### config.mk
export PLATFORM = sky130hd
export DESIGN_NAME = vec_mag_arbiter
export DESIGN_NICKNAME = d
export VERILOG_FILES = /design/src/rtl/vec_mag_arbiter.sv
export SDC_FILE = /design/constraint.sdc
export NUM_CORES = 1
export LEC_CHECK = 0
export ABC_AREA = 1
export BUFFER_PORTS_ARGS = -buffer_cell sky130_fd_sc_hd__buf_2
export CAP_MARGIN = 5
export CELL_PAD_IN_SITES_DETAIL_PLACEMENT = 0
export CELL_PAD_IN_SITES_GLOBAL_PLACEMENT = 1
export CORE_MARGIN = 2
export CORE_UTILIZATION = 23
export DETAILED_ROUTE_END_ITERATION = 12
export GPL_TIMING_DRIVEN = 1
export PLACE_DENSITY_LB_ADDON = 0.1
export SLEW_MARGIN = 5
export SYNTH_ARGS = -nofsm -noshare
export SYNTH_HDL_FRONTEND = slang
export SYNTH_SLANG_ARGS = --single-unit
### constraint.sdc
create_clock -name aclk -period 2.65 [get_ports aclk]
set_input_delay 0.1325 -clock aclk [delete_from_list [all_inputs] [get_ports aclk]]
set_output_delay 0.1325 -clock aclk [all_outputs]
set_load 0.01 [all_outputs]
### src/rtl/vec_mag_arbiter.sv
// vec_mag_arbiter: round-robin, packet-locking arbiter for a shared magnitude core.
// Ports: aclk/aresetn/arb_clear_i, s_axis_* (N_REQ requesters), core_s_axis_* (to core),
//   core_m_axis_* (from core), m_axis_* (results out), arb_busy_o, arb_orphan_o,
//   arb_grant_cnt_o (only with VEC_MAG_ARB_STATS_EN defined).
module vec_mag_arbiter #(
  parameter int COORD_WIDTH = 8,
  parameter int N_REQ       = 4,
  parameter int TAG_DEPTH   = 8
) (
  input  logic                         aclk,
  input  logic                         aresetn,
  input  logic                         arb_clear_i,
  input  logic [N_REQ*4*COORD_WIDTH-1:0] s_axis_tdata,
  input  logic [N_REQ-1:0]             s_axis_tvalid,
  input  logic [N_REQ-1:0]             s_axis_tlast,
  output logic [N_REQ-1:0]             s_axis_tready,
  output logic [4*COORD_WIDTH-1:0]     core_s_axis_tdata,
  output logic                         core_s_axis_tvalid,
  output logic                         core_s_axis_tlast,
  input  logic                         core_s_axis_tready,
  input  logic [4*COORD_WIDTH-1:0]     core_m_axis_tdata,
  input  logic                         core_m_axis_tvalid,
  output logic                         core_m_axis_tready,
  output logic [4*COORD_WIDTH-1:0]     m_axis_tdata,
  output logic [N_REQ-1:0]             m_axis_tvalid,
  input  logic [N_REQ-1:0]             m_axis_tready,
  output logic [N_REQ-1:0]             m_axis_tlast,
  output logic                         arb_busy_o,
  output logic                         arb_orphan_o
`ifdef VEC_MAG_ARB_STATS_EN
  ,
  output logic [N_REQ*32-1:0]          arb_grant_cnt_o
`endif
);

  localparam int BW = 4 * COORD_WIDTH;
  localparam int IW = $clog2(N_REQ);
  localparam int AW = $clog2(TAG_DEPTH);

  typedef enum logic {IDLE, LOCKED} state_t;

  state_t        state_q, state_d;
  logic [IW-1:0] rr_q, rr_d;
  logic [IW-1:0] lk_q, lk_d;
  logic [IW-1:0] tag_mem [TAG_DEPTH];
  logic [AW:0]   wr_q, rd_q;
  logic [IW-1:0] sel, head, cand;
  logic          found;
  logic          rst, hold_q, blk;
  logic          full, empty;
  logic          push, pop, drop;
  logic          orphan_q;
  int            idx;

  assign rst   = !aresetn || arb_clear_i;
  // outputs stay quiet in the clear cycle and the one after it
  assign blk   = rst || hold_q;
  assign empty = (wr_q == rd_q);
  assign full  = (wr_q[AW] != rd_q[AW]) &&
                 (wr_q[AW-1:0] == rd_q[AW-1:0]);
  assign head  = tag_mem[rd_q[AW-1:0]];

  assign push = core_s_axis_tvalid && core_s_axis_tready;
  assign pop  = core_m_axis_tvalid && core_m_axis_tready && !empty;
  assign drop = core_m_axis_tvalid && core_m_axis_tready && empty;

  // round-robin pick: scanning downward so the lowest offset wins
  always_comb begin
    sel   = lk_q;
    found = 1'b0;
    idx   = 0;
    cand  = '0;
    if (state_q == LOCKED) begin
      found = 1'b1;
    end else begin
      for (int k = N_REQ - 1; k >= 0; k--) begin
        idx = int'(rr_q) + k;
        if (idx >= N_REQ) idx = idx - N_REQ;
        cand = IW'(idx);
        if (s_axis_tvalid[cand]) begin
          sel   = cand;
          found = 1'b1;
        end
      end
    end
  end

  always_ff @(posedge aclk) begin
    if (rst) begin
      state_q  <= IDLE;
      rr_q     <= '0;
      lk_q     <= '0;
      wr_q     <= '0;
      rd_q     <= '0;
      orphan_q <= 1'b0;
      hold_q   <= 1'b1;
    end else begin
      state_q  <= state_d;
      rr_q     <= rr_d;
      lk_q     <= lk_d;
      hold_q   <= 1'b0;
      if (push) wr_q <= wr_q + 1'b1;
      if (pop)  rd_q <= rd_q + 1'b1;
      if (drop) orphan_q <= 1'b1;
    end
  end

  always_ff @(posedge aclk) begin
    if (push) tag_mem[wr_q[AW-1:0]] <= sel;
  end

  always_comb begin
    state_d = state_q;
    rr_d    = rr_q;
    lk_d    = lk_q;
    if (push) begin
      if (core_s_axis_tlast) begin
        state_d = IDLE;
        rr_d    = (sel == IW'(N_REQ - 1)) ? '0 : sel + 1'b1;
      end else begin
        state_d = LOCKED;
        lk_d    = sel;
      end
    end
  end

  always_comb begin
    core_s_axis_tdata = '0;
    for (int k = 0; k < N_REQ; k++) begin
      if (sel == IW'(k)) core_s_axis_tdata = s_axis_tdata[k*BW +: BW];
    end
    core_s_axis_tlast  = s_axis_tlast[sel];
    core_s_axis_tvalid = found && s_axis_tvalid[sel] && !full && !blk;
    s_axis_tready      = '0;
    if (found && !blk) s_axis_tready[sel] = core_s_axis_tready && !full;
    m_axis_tvalid      = '0;
    core_m_axis_tready = 1'b0;
    if (!blk) begin
      if (empty) begin
        // nobody owns this result: swallow it
        core_m_axis_tready = 1'b1;
      end else begin
        m_axis_tvalid[head] = core_m_axis_tvalid;
        core_m_axis_tready  = m_axis_tready[head];
      end
    end
  end

  assign m_axis_tdata = core_m_axis_tdata;
  assign m_axis_tlast = '1;
  assign arb_busy_o   = (state_q == LOCKED) || !empty;
  assign arb_orphan_o = orphan_q;

`ifdef VEC_MAG_ARB_STATS_EN
  logic [31:0] cnt_q [N_REQ];

  always_ff @(posedge aclk) begin
    if (rst) begin
      for (int k = 0; k < N_REQ; k++) cnt_q[k] <= '0;
    end else if (push) begin
      cnt_q[sel] <= cnt_q[sel] + 32'd1;
    end
  end

  for (genvar g = 0; g < N_REQ; g++) begin : g_cnt
    assign arb_grant_cnt_o[g*32 +: 32] = cnt_q[g];
  end
`endif

endmodule

-- After elaboration in Yosys (flattened, before gate mapping)
Memory sizes are Yosys's and may differ from the RTL's. A register that Yosys moved wholly into a read port is not among the register bits.
Index checks and enable logic that the tools add are counted.
- register bits: 15
- RAM bits: 16
- input port bits: 177
- output and inout bits: 81
- word-level logic and storage cells: 113
- memories kept: 1
- memory list (memory ; depth ; width ; read ports ; clocked after memory_dff ; wr ports ; RTL line ; RTL):
    tag_mem ; 8 ; 2 ; 1 ; 1 ; 1 ; 45 ; logic [IW-1:0] tag_mem [TAG_DEPTH];
- $add $sub $neg: 10
- $lt $le $gt $ge: 12
- equal/unequal tests: 6
- mux-type cells: 52
- bitwise operators: 3
- reductions and logical operators: 22
- operators by type and width (operator ; count):
    32-bit 2-to-1 mux ; 4
    2-bit 2-to-1 mux ; 14
    1-bit 2-to-1 mux ; 20
    2-bit by 3-bit < comparator with 1-bit output, second input constant ; 6
    1-bit binary-select mux with 2-bit select ; 7
    1-bit logical AND ; 12
    4-bit 2-to-1 mux ; 3
    3-bit greater-or-equal comparator, second input constant ; 3
    4-bit by 1-bit adder with 4-bit output, second input constant ; 2
    4-bit bitwise AND ; 2
    2-bit by 1-bit subtractor with 2-bit output, second input constant ; 4
    2-bit by 2-bit adder with 3-bit output, second input constant ; 2
    3-bit 2-to-1 mux ; 2
    1-bit demux with 2-bit select ; 2
    2-bit == test, second input constant ; 2
    4-bit == test ; 1
    2-bit by 1-bit greater-or-equal comparator with 1-bit output, second input constant ; 2
    1-bit zero test ; 4
    2-bit AND reduction ; 2
    2-bit by 1-bit adder with 3-bit output, second input constant ; 1
    3-bit == test ; 1
    2-bit by 3-bit greater-or-equal comparator with 1-bit output, second input constant ; 1
    1-bit logical OR ; 3
    2-bit by 1-bit adder with 2-bit output, second input constant ; 1
    other kinds (4) ; 4

-- Depth between registers and ports, before layout
- word-level depth: 19
- gate-level depth with buffers: 20
- mapped depth without buffers: 19

-- Worst setup path before layout
OpenSTA, ideal clock, no wires.
- path type: reg-to-output
- from: reg rr_q[0]
- to: out core_s_axis_tdata[10]
- arrival: 2.646 ns
- required time: 2.518 ns
- slack: -0.128 ns
- cell stages (with the launch flop): 21
- path buffers: 3
- cell sequence: dfxtp_1 > buf_6 > inv_8 > nand2_1 > nand2_2 > nand2_1 > nand2_1 > nand2_1 > nand3_1 > nand2_1 > nand2_1 > nand2_2 > nand2_4 > nand2_4 > inv_1 > ha_1 > clkbuf_1 > nor2_1 > clkbuf_1 > a221oi_1 > o31ai_1
- word-level cells in the longest chain between the ends: 16
- elaborated cells between the ends (all ways): 40
- those cells by class: add/sub (7); order compare (4); eq/ne (3); mux (25); reduce/logical (1)
- RTL lines (element ; RTL line ; RTL):
    from (decl) ; 43 ; logic [IW-1:0] rr_q, rr_d;
    from (signal assigned) ; 99 ; rr_q <= rr_d;
    2-bit by 2-bit adder with 3-bit output ; 77 ; idx = int'(rr_q) + k;
    3-bit greater-or-equal comparator or 2-bit by 1-bit subtractor with 2-bit output (tied branches) ; 78 ; if (idx >= N_REQ) idx = idx - N_REQ;
    2-bit 2-to-1 mux ; 78 ;
    2-bit 2-to-1 mux ; 73 ; if (state_q == LOCKED) begin
    1-bit binary-select mux with 2-bit select ; 80 ; if (s_axis_tvalid[cand]) begin
    1-bit 2-to-1 mux (implied by the code) ; 80 ;
    2-bit 2-to-1 mux (3 in series) ; 80 ;
    2-bit 2-to-1 mux * ; 80 ;
    2-bit 2-to-1 mux * ; 73 ;
    via sel[0] ; 47 ; logic [IW-1:0] sel, head, cand;
    2-bit zero test ; 130 ; if (sel == IW'(k)) core_s_axis_tdata = s_axis_tdata[k*BW +: BW];
    32-bit 2-to-1 mux (3 in series) ; 130 ;
    32-bit 2-to-1 mux * ; 130 ;
    to (decl) ; 17 ; output logic [4*COORD_WIDTH-1:0] core_s_axis_tdata,
Mark *: on every way through the listed nets, which the timed path passes. The rest lies on a longest branch. The select of a mux whose other input is x is not followed.

-- Final worst setup path
- from: reg rr_q[0]
- to: out core_s_axis_tdata[12]
The elaborated chain is that of the path after synthesis.

==> results.toml <==
[run_status]
status = "complete, but fails checks"
violations = "setup timing"

[place]
dp_hpwl_mm = 9.93
numPortBuffers = 189
place.gp.congestion = 0.809

[synth]
synthTopCellsByArea = "edfxtp_1 (15%), nand2_1 (12%), dfxtp_1 (11%), a221oi_1 (8.8%), buf_4 (8.5%)"
syn_avg_cell_area_um2 = 6.88
synth_cell_types = 39
synth-seq-area-share_pct = 26.3
postSynth.asyncResetShare_pct = 0
synth_top_area_share_pct = 15.1
synth_cells = 464
synth_ff_type = "dfxtp_1"
synth_top_area_cell = "edfxtp_1"
syn_area_mm2 = 0.00319
ys_top_cells_by_count = "nand2_1 (106), nor2_1 (64), buf_4 (36), inv_1 (36)"
synth-seq-cells = 34
yosysMostFrequentCell = "nand2_1"
yosysWarnings = 0
synth_edf_count = 16

[global_routing]
antenna_found_initial = 0
grt_overflow = 0
grt.total_usage_pct = 17.4
grt_max_degree = 28
grt_pass1_vias = 3904
grt_pass1_wl_mm = 20.4

[timing]
setup_viol = 32
finalSetupTns_ps = -2630
hold_slack_ps = 119
hold_violations = 0
report.final.slew_viol_count = 0
min_period_ps = 2810
finClkSkew_ps = 3.91
max_freq_ghz = 0.356
period_share_pct = 106
fin_ws_ps = -158
rsz0062_at_grt = "true"

[clocking]
cts.sinks = 34
cts_tree = "yes"
cts_hold_buf = 0
clockBufferDepth = 2
path_clk_slew_ps = 60
clk_latency_ps = 280
htreeDepth = 2
cts_buffers = 5
cts_root_buf = "clkbuf_16"

[power]
p_clk_share_pct = 34.5
p_int_uw = 1540
p_sw_uw = 676
powerDensity_mw_per_mm2 = 403
pwr-share-seq_pct = 25.0
p_leak_uw = 0.00251
comb_power_share_pct = 40.5
sw_frac_of_total_pct = 30.5
vdd_drop_max_v = 0.000210

[die]
core_area_mm2 = 0.0137
start_util_pct = 23.3
pin_count = 258
die_width_um = 122
fp-row-count = 43
dieArea_mm2 = 0.0148
die_h_um = 122

[drt]
wl_per_cell_um = 16.3
drt_iter0_drc = 161
ant_nets = 0
dr.pass1.iters = 4
drc = 0
vias = 3884
vias_per_cell = 4.68
drt_wl_total_mm = 13.6

[critical_path]
crit_type = "reg -> out"
cp_max_fo = 8
cp-start-kind = "flip-flop"
crit_arrival_ps = 2680
cp-end-kind = "primary output"
cp_data_required_time_ps = 2520

[layout]
fin_nets = 832
final-seq-area_um2 = 848
diodes = 0
multi_input_area_mm2 = 0.00249
layout-drive-gt1-share_pct = 55.2
fillCellCount = 1455
post-route-util_pct = 40.0
synthToLayoutAreaGrowth_pct = 71.8

[min_path]
hold_class = "in -> reg"

[run]
drv_cap = 0
registers in the layout, summed over array words and instances (netlist names), named ones only:
name and flops:
state_q 1, wr_q 4, arb_orphan_o 1, lk_q 2
rr_q 2, rd_q 4, hold_q 1, tag_mem 16
power groups by stage:
stage	sequential (uW)	clock, uW	combinational (uW)
after floorplan	565	0	387
final	552	764	896
after CTS	552	786	846
after global routing	552	812	965
after detailed placement	565	0	646
after global placement	565	0	646
routing by layer:
metal | vias up | global-route usage (%) | wire (um) | share of wire (%)
li1 | 1926 | - | - | -
met1 | 1826 | 21.6 | 5610 | 41
met2 | 115 | 31.5 | 7140 | 53
met3 | 17 | 3.37 | 634 | 4.7
met4 | 0 | 3.30 | 164 | 1.2
met5 | - | 0 | 0 | 0
layout make-up:
class / count / area share (%)
inverter: 41 / 3.15
timing repair buffer: 235 / 28.3
sequential: 34 / 15.5
clock buffer: 5 / 2.28
tap: 180 / 4.11
clock inverter: 3 / 1.25
multi-input combinational: 332 / 45.5
worst paths after layout:
kind / startpoint / to / slack, ps / depth (start not counted)
worst max-delay path: rr_q[0] / core_s_axis_tdata[12] / -160 / 20
worst min-delay path: core_m_axis_tvalid / arb_orphan_o / 120 / 3
worst max register to register: rr_q[0] / tag_mem[3][0] / 220 / 19
worst min register to register: arb_orphan_o / arb_orphan_o / 460 / 2
layout by cell type, fill, tap and decap left out, drive strengths merged, types with 3 or more instances in the layout:
cell	count
buf	233
nand2	116
nor2	65
inv	39
o31ai	32
a221oi	32
nand3	24
dfxtp	18
edfxtp	16
nor3	13
o21ai	12
a21oi	11
clkbuf	7
ha	6
xnor2	4
conb	4
xor2	3
clkinv	3
metrics by stage:
step / total power, uW / setup WS (ps) / std cells / area [um^2]
floorplan: 951 / -40.8 / 467 / 3350
global placement: 1210 / -152 / 803 / 4420
detailed placement: 1210 / -167 / 803 / 4420
CTS: 2180 / -124 / 827 / 5240
global route: 2330 / -307 / 830 / 5480
finish: 2210 / -158 / 830 / 5480
critical path, stage by stage, from the launching register on:
cell	delay (ps)
dfxtp_4	420
inv_8	70
nand2_4	60
nand2_4	50
nand2_4	70
nand2_2	50
nand2_1	50
nand3_1	70
nand2_1	60
nand2_1	60
nand2_2	70
nand2_4	60
nand2_4	100
inv_4	50
ha_4	170
nor2_4	190
buf_12	150
buf_12	120
a221oi_2	60
o31ai_2	260
buf_2	190
cells by family after synthesis:
logic type                 count (synthesis)  share of synthesized area (%)
and+or+nand+nor                          221                           30.9
buffers and inverters                    101                           16.7
AOI/OAI and AO/OA                         93                           21.4
DFF                                       34                           26.3
xor gates and xnor gates                   7                           1.92
adders and majority gates                  6                           2.35
other                                      1                          0.117
muxes                                      1                          0.314
what timing repair did:
action,CTS,global route
gates resized for setup,70,38
cloned,6,2
endpoints found under the setup margin,35,49
buffers inserted,11,2
pin swaps,11,11
No activity file was read; power rests on OpenSTA's default activity.
